## src/rtl/fir_pkg.sv

```systemverilog
// Shared definitions for FIR output taps: FIFO entry layout and the
// round-half-up / arithmetic-shift / saturate helper.
package fir_pkg;

    localparam int FIR_OUT_W = 16;

    typedef struct packed {
        logic                        sat;
        logic signed [FIR_OUT_W-1:0] data;
    } fir_entry_t;

    typedef struct packed {
        logic               sat;
        logic signed [63:0] value;
    } sat_result_t;

    // A 64-bit intermediate covers any N <= 63, so the rounding add can never wrap.
    function automatic sat_result_t sat_round(input logic signed [63:0] y,
                                              input int n,
                                              input int out_w,
                                              input int shift);
        logic signed [63:0] acc;
        logic signed [63:0] hi;
        logic signed [63:0] lo;
        sat_result_t        r;
        acc = (y <<< (64 - n)) >>> (64 - n);
        hi  = (64'sd1 <<< (out_w - 1)) - 64'sd1;
        lo  = -(64'sd1 <<< (out_w - 1));
        if (shift > 0) begin
            acc = acc + (64'sd1 <<< (shift - 1));
        end
        acc = acc >>> shift;
        if (acc > hi) begin
            r.sat   = 1'b1;
            r.value = hi;
        end else if (acc < lo) begin
            r.sat   = 1'b1;
            r.value = lo;
        end else begin
            r.sat   = 1'b0;
            r.value = acc;
        end
        return r;
    endfunction

endpackage

```

## src/rtl/fir_sync_fifo.sv

```systemverilog
// Show-ahead synchronous FIFO; a push into a full FIFO is dropped unless a
// pop happens in the same cycle.
module fir_sync_fifo #(
    parameter int WIDTH = 17,
    parameter int DEPTH = 4
) (
    input  logic                       clk,
    input  logic                       rst,
    input  logic                       push,
    input  logic                       pop,
    input  logic [WIDTH-1:0]           din,
    output logic [WIDTH-1:0]           dout,
    output logic                       full,
    output logic                       empty,
    output logic [$clog2(DEPTH+1)-1:0] count
);
    localparam int PW = $clog2(DEPTH);
    localparam int CW = $clog2(DEPTH+1);
    localparam logic [CW-1:0] DEPTH_C = CW'(DEPTH);

    logic [WIDTH-1:0] mem [DEPTH];
    logic [PW-1:0]    rd_ptr;
    logic [PW-1:0]    wr_ptr;
    logic             do_push;
    logic             do_pop;

    assign full    = (count == DEPTH_C);
    assign empty   = (count == '0);
    assign do_pop  = pop & ~empty;
    assign do_push = push & (~full | do_pop);
    assign dout    = mem[rd_ptr];

    // Storage is cleared on reset so the head reads as zero afterwards.
    always_ff @(posedge clk) begin
        if (rst) begin
            rd_ptr <= '0;
            wr_ptr <= '0;
            count  <= '0;
            for (int i = 0; i < DEPTH; i++) begin
                mem[i] <= '0;
            end
        end else begin
            if (do_push) begin
                mem[wr_ptr] <= din;
                wr_ptr      <= wr_ptr + 1'b1;
            end
            if (do_pop) begin
                rd_ptr <= rd_ptr + 1'b1;
            end
            case ({do_push, do_pop})
                2'b10:   count <= count + 1'b1;
                2'b01:   count <= count - 1'b1;
                default: count <= count;
            endcase
        end
    end

endmodule

```

## src/rtl/fir_output_stage.sv

```systemverilog
// FIR output stage: captures the accumulated sum, rounds/shifts/saturates it
// and buffers the results behind a valid/ready interface.
module fir_output_stage
    import fir_pkg::*;
#(
    parameter int N     = 32,
    parameter int OUT_W = FIR_OUT_W,
    parameter int SHIFT = 15,
    parameter int DEPTH = 4
) (
    input  logic                       clk,
    input  logic                       rst,
    input  logic                       ena,
    input  logic [N-1:0]               y_in,
    input  logic                       y_ready,
    output logic [OUT_W-1:0]           y_out,
    output logic                       y_valid,
    output logic                       sat_out,
    output logic                       overflow,
    output logic [$clog2(DEPTH+1)-1:0] count
);
    if (OUT_W != FIR_OUT_W || OUT_W > N || SHIFT < 0 || SHIFT >= N || N > 63 ||
        DEPTH < 2 || (DEPTH & (DEPTH - 1)) != 0) begin : g_bad_params
        $error("fir_output_stage: unsupported parameter combination");
    end

    logic signed [N-1:0] y_p1;
    logic                vld_p1;
    sat_result_t         sr_p1;
    fir_entry_t          entry_p1;
    fir_entry_t          head;
    logic                full;
    logic                empty;
    logic                pop;

    // Stage 1: capture the accumulator on the sample strobe.
    always_ff @(posedge clk) begin
        if (rst) begin
            vld_p1 <= 1'b0;
        end else begin
            vld_p1 <= ena;
        end
    end

    always_ff @(posedge clk) begin
        if (ena) begin
            y_p1 <= y_in;
        end
    end

    // Stage 2: round, shift and saturate in front of the FIFO write port.
    always_comb begin
        sr_p1         = sat_round(64'(y_p1), N, OUT_W, SHIFT);
        entry_p1.sat  = sr_p1.sat;
        entry_p1.data = OUT_W'(sr_p1.value);
    end

    assign pop = y_ready & ~empty;

    fir_sync_fifo #(
        .WIDTH($bits(fir_entry_t)),
        .DEPTH(DEPTH)
    ) u_fifo (
        .clk  (clk),
        .rst  (rst),
        .push (vld_p1),
        .pop  (pop),
        .din  (entry_p1),
        .dout (head),
        .full (full),
        .empty(empty),
        .count(count)
    );

    always_ff @(posedge clk) begin
        if (rst) begin
            overflow <= 1'b0;
        end else if (vld_p1 && full && !pop) begin
            overflow <= 1'b1;
        end
    end

    assign y_out   = head.data;
    assign sat_out = head.sat;
    assign y_valid = ~empty;

endmodule
```

## config.mk

```make
export PLATFORM = sky130hd
export DESIGN_NAME = fir_output_stage
export DESIGN_NICKNAME = d
export VERILOG_FILES = /design/src/rtl/fir_pkg.sv /design/src/rtl/fir_sync_fifo.sv /design/src/rtl/fir_output_stage.sv
export SDC_FILE = /design/constraint.sdc
export NUM_CORES = 1
export LEC_CHECK = 0
export CAP_MARGIN = 20
export CORE_MARGIN = 4
export CORE_UTILIZATION = 41
export DETAILED_ROUTE_END_ITERATION = 10
export PLACE_DENSITY_LB_ADDON = 0.12
export SLEW_MARGIN = 5
export SYNTH_ARGS = -nofsm -noshare
export SYNTH_HDL_FRONTEND = slang
export SYNTH_SLANG_ARGS = --single-unit
```

## constraint.sdc

```tcl
create_clock -name clk -period 2.8 [get_ports clk]
set_clock_uncertainty 0.2 [all_clocks]
set_input_delay 0.7 -clock clk [delete_from_list [all_inputs] [get_ports clk]]
set_output_delay 0.7 -clock clk [all_outputs]
set_load 0.01 [all_outputs]
```

== Word-level counts from Yosys, hierarchy flattened ==
Memories as Yosys holds them, arrays and structs flattened. A register that Yosys moved wholly into a read port is not among the register bits.
Index checks and enable logic that the tools add are counted.

* Bits in registers: 41
* Memory bits (writable): 68
* Input bits: 36
* Output and inout bits: 22
* Word-level logic and storage cells: 42
* Memories: 1

* $add $sub $neg: 5
* Order comparisons: 2
* Equal/unequal tests: 3
* Mux-type cells: 13
* Bitwise logic cells: 6
* Reductions and logical operators: 6

{| class="wikitable"
|+ Memory list
! name !! depth !! width !! read ports !! clocked after memory_dff !! write ports !! RTL line !! RTL
|-
| u_fifo.mem || 4 || 17 || 1 || 1 || 4 || fir_sync_fifo.sv:21 || <nowiki>logic [WIDTH-1:0] mem [DEPTH];</nowiki>
|}

{| class="wikitable"
|+ Operators with widths
! kind !! number
|-
| two-way mux 65 bit || 2
|-
| adder 32 x 16 -> 33 bit, second input constant || 1
|-
| greater-than comparator 18 x 16 -> 1 bit, second input constant || 1
|-
| less-than comparator 18 x 16 -> 1 bit, second input constant || 1
|-
| two-way mux 17 bit || 1
|-
| OR reduction 17 bit || 1
|-
| two-way mux 1 bit || 6
|-
| two-way mux 2 bit || 3
|-
| case mux 3 bit (2 select lines) || 1
|-
| adder 2 x 1 -> 2 bit, second input constant || 2
|-
| adder 3 x 1 -> 3 bit, second input constant || 1
|-
| AND 1 bit || 3
|-
| == test 3 bit, second input constant || 1
|-
| zero test 3 bit || 1
|-
| subtractor 3 x 1 -> 3 bit, second input constant || 1
|-
| == test 2 x 1 -> 1 bit, second input constant || 1
|-
| == test 2 bit, second input constant || 1
|-
| logical AND 1 bit || 2
|-
| inverter 1 bit || 2
|-
| nonzero test 2 bit || 1
|-
| zero test 1 bit || 1
|-
| bitwise OR 1 bit || 1
|}

== Logic depth before layout (Yosys ltp) ==
* Depth in word-level cells: 11
* Mapped depth: 9
* Gate-level depth less buffers: 9

== Cells and area by module ==
Synthesis repeated with hierarchy kept, for this count alone.

* Cell total of the unflattened synthesis: 350
* Area, all modules: 4744.6 µm²

{| class="wikitable"
|+ Modules (own cells, without submodules)
! module !! instances !! cells each !! area each (µm²) !! seq. area each (µm²)
|-
| fir_sync_fifo || 1 || 219 || 3439.5 || 2222.1
|-
| fir_output_stage || 1 || 131 || 1305.0 || 580.6
|}

== Least setup slack after synthesis ==
OpenSTA, ideal clock, no wires.

* Path kind: input -> register
* Start: input port y_ready
* End: memory u_fifo.mem[0][0] (enable)
* Setup time: 0.376 ns
* Data arrival time: 2.220 ns
* Data required time: 2.224 ns
* Slack: 0.005 ns
* Stages: 6
* Buffers on the path: 2
* Cell sequence: buf_2 nor4b_1 or3b_1 clkbuf_1 or3_1 nand2b_1

{| class="wikitable"
|+ RTL lines
! item !! RTL line !! RTL
|-
| from (decl) || fir_output_stage.sv:15 || <nowiki>input logic y_ready,</nowiki>
|-
| to (decl) || fir_sync_fifo.sv:21 ||
|}

== Final worst setup path ==
* Start: input port y_ready
* End: register u_fifo.count[1]

* Cells in the longest elaborated chain, start to end: 6
* Elaborated cells between the ends (all ways): 8
* Those cells by class: eq/ne: 2; mux: 1; bitwise: 4; reduce/logical: 1

{| class="wikitable"
|+ Ends and longest elaborated chain
! item !! RTL line !! RTL
|-
| AND 1 bit (*) || fir_output_stage.sv:58 || <nowiki>assign pop = y_ready & ~empty;</nowiki>
|-
| AND 1 bit (*) || fir_sync_fifo.sv:29 || <nowiki>assign do_pop = pop & ~empty;</nowiki>
|-
| bitwise OR 1 bit || fir_sync_fifo.sv:30 || <nowiki>assign do_push = push & (~full | do_pop);</nowiki>
|-
| AND 1 bit || fir_sync_fifo.sv:30 ||
|-
| == test 2 x 1 -> 1 bit or == test 2 bit (tied branches) || fir_sync_fifo.sv:50 || <nowiki>case ({do_push, do_pop})</nowiki>
|-
| case mux 3 bit (2 select lines) or nonzero test 2 bit (tied branches) || -- ||
|-
| to (signal assigned) || fir_sync_fifo.sv:51 || <nowiki>2'b10: count <= count + 1'b1;</nowiki>
|-
| to (signal assigned) || fir_sync_fifo.sv:52 || <nowiki>2'b01: count <= count - 1'b1;</nowiki>
|-
| to (signal assigned) || fir_sync_fifo.sv:53 || <nowiki>default: count <= count;</nowiki>
|-
| to (decl) || fir_sync_fifo.sv:15 || <nowiki>output logic [$clog2(DEPTH+1)-1:0] count</nowiki>
|}

Mark *: on every way between the ends. The rest lies on a longest branch, timed or not.
A chain may end at the register's enable or synchronous reset.

==> out/metrics.yaml <==
crit_path_end_kind: "register"
fmax_mhz: 379
grt_util_met2: 0.254
rows: 38
synth_edf_count: 86
synth.area.top_cells: "edfxtp_1 (56%), mux4_2 (8.3%), dfxtp_1 (4.8%)"
r2r_slack_ns: 0.19
clockBufferDepth: 2
power.density_nw_per_um2: 582
hpwl_um: 6680
drc: 0
grt_max_degree: 20
syn_inst: 365
timing.critical_path.buf_inv: 1
critical_path_class: "in2reg"
setup-violations-final: 0
ys_seq_area_frac: 0.606
seq_power_share: 0.518
post_cts_buffers: 0
diodes: 0
drtIter0Drc: 137
drt_first_pass_iters: 4
hold_class: "reg2reg"
pwr-share-clk: 0.341
yosysWarnings: 0
path_cells: "clkdlybuf4s50_1 > nand2_1 > or2_2 > fa_1 > nor3_1 > o21ai_0 > a221oi_1"
gr-usage-met3: 0.0449
use_met1: 0.221
crit_path_max_incr_delay_ns: 0.56
peakVddDrop_uv: 254
finalPower_mw: 3.32
port_buffers: 43
fin_crit_sh: 0.941
die_w_um: 114
drt_wl_total_um: 9900
worst_slew_pin_slew_ns: 0.477
grt_pass1_wl_um: 16200
switchingPower_uw: 820
min_period_ns: 2.64
viasPerCell: 5.45
netlist_area_um2: 4630
layout-drive-gt1-share: 0.174
boundaryPins: 58
layout.nets: 465
startpoint_type: "input port"
synth_top_area_frac: 0.558
die_height_um: 114
synth_largest_area_cell: "edfxtp_1"
area_delta_synth_final_pct: 23.2
post_drt_wl_per_cell_um: 17.3
arrival_ns: 2.68
fillCellCount: 965
grt_pass1_vias: 3110
async_reset_ff_frac: 0
coreArea_um2: 10900
synthFlopType: "edfxtp_1"
path_delay_family: "buffers and inverters"
gp_congestion: 0.854
clk_pin_slew_ns: 0.06
cp_max_fo: 6
ys_types: 59
rsz0062_at_grt: "no"
tritoncts: "yes"
synth_seq_cells: 97
htree_levels: 3
start_util: 0.423
final_cell_mix: "edfxtp_1 (86), nor2_1 (51), o21ai_0 (28), clkdlybuf4s50_1 (26), buf_4 (21)"
synth_fp_nets: 403
busiest_layer: "met2"
crit_path_top_delay_cell: "clkdlybuf4s50_1"
slew_headroom: 0.680
drv_slew: 0
intPower_mw: 2.50
track_usage: 0.162
clk_latency_ns: 0.34
ant_nets: 0
gr-total-overflow: 0
postSynthAreaPerCell_um2: 12.7
vias: 3118
p_leak_nw: 2.04
final_common_cell: "edfxtp_1"
numCtsBuffers: 9
switching_share: 0.247
drv_cap: 0
clock-sinks: 97
hold_ws_ns: 0.269
dieArea_um2: 13100
status: "completed"
crit_required_ns: 2.84
cts_root_buf: "clkbuf_16"
antenna_found_initial: 0
comb_power_share: 0.141
finalHoldViolCount: 0
flip-flops by register name (all words and copies together), names as in the netlist, named ones only:
signal,count
overflow,1
y_p1,18
u_fifo.wr_ptr,2
vld_p1,1
u_fifo.rd_ptr,2
u_fifo.count,3
u_fifo.mem,68
worst reg2reg max path, cell delays in order (launching register included):
cell and delay (ns):
edfxtp_1 0.50, nand3_1 0.38, or3_4 0.54, a222oi_1 0.50, buf_4 0.21, nor2_1 0.04
cell type report:
class / instances / area (um2) / area share
multi-input combinational: 244 / 1750 / 0.306
clock inverter: 6 / 42.5 / 0.00746
sequential: 97 / 2800 / 0.492
timing repair buffer: 70 / 687 / 0.121
tap: 140 / 175 / 0.0307
inverter: 5 / 18.8 / 0.00329
clock buffer: 10 / 229 / 0.0402
cells by family after synthesis:
| group | after synthesis | share of synthesized area |
|---|---|---|
| XOR/XNOR | 15 | 0.0284 |
| flip-flops | 97 | 0.606 |
| adder cells (fa/ha/maj) | 4 | 0.0116 |
| AO/OA/AOI/OAI | 73 | 0.0971 |
| AND/OR/NAND/NOR | 134 | 0.151 |
| buffers and inverters | 24 | 0.0208 |
| multiplexers | 18 | 0.0852 |
Yosys cell counts (4+ instances only):
| cell | instances |
|---|---|
| a31oi_1 | 5 |
| edfxtp_1 | 86 |
| nor2_1 | 51 |
| inv_1 | 4 |
| nor2b_1 | 4 |
| nand2_1 | 16 |
| nand3_1 | 10 |
| dfxtp_1 | 11 |
| nand4_1 | 4 |
| or3_1 | 7 |
| nor3_1 | 16 |
| o211ai_1 | 4 |
| clkbuf_1 | 13 |
| buf_2 | 5 |
| o21ai_1 | 8 |
| a21oi_1 | 8 |
| mux4_2 | 17 |
| xor2_1 | 12 |
| o21ai_0 | 28 |
| and3_1 | 6 |
per-layer routing:
layer / part of all wire / vias up
li1: - / 1536
met1: 0.45 / 1489
met2: 0.48 / 83
met3: 0.053 / 10
met4: 0.012 / 0
met5: 0 / -
per-stage QoR:
| step | util | instance area [um2] | setup WS, ns | setup TNS [ns] | instances |
|---|---|---|---|---|---|
| after CTS | 0.520 | 5680 | 0.0875 | 0 | 572 |
| after global routing | 0.521 | 5700 | 0.0487 | 0 | 572 |
| final | 0.521 | 5700 | 0.164 | 0 | 572 |
| after detailed placement | 0.497 | 5430 | -0.189 | -8.73 | 556 |
| after floorplan | - | 4630 | 0.00451 | 0 | 365 |
| after global placement | 0.497 | 5430 | -0.164 | -7.22 | 556 |
power by group through the flow:
stage                     combinational, mW  sequential, mW  clock, mW
after floorplan                       0.278            1.73          0
after global placement                0.493            1.75          0
after detailed placement              0.497            1.75          0
after CTS                             0.474            1.72       1.17
after global routing                  0.513            1.73       1.22
final                                 0.467            1.72       1.13
final timing paths:
| check | startpoint | end | cells past startpoint |
|---|---|---|---|
| worst max-delay path | y_ready | u_fifo.count[1] | 7 |
| worst max register to register | y_p1[16] | u_fifo.mem[0][6] | 5 |
| worst min-delay path | overflow | overflow | 2 |
| worst min register to register | overflow | overflow | 2 |
what timing repair did:
action / 4_1_cts / 5_1_grt
hold buffers: 0 / 0
gates resized for setup: 17 / 4
setup endpoints to repair: 17 / 12
pin swaps: 0 / 0
Power figures use the tool's default switching activity.
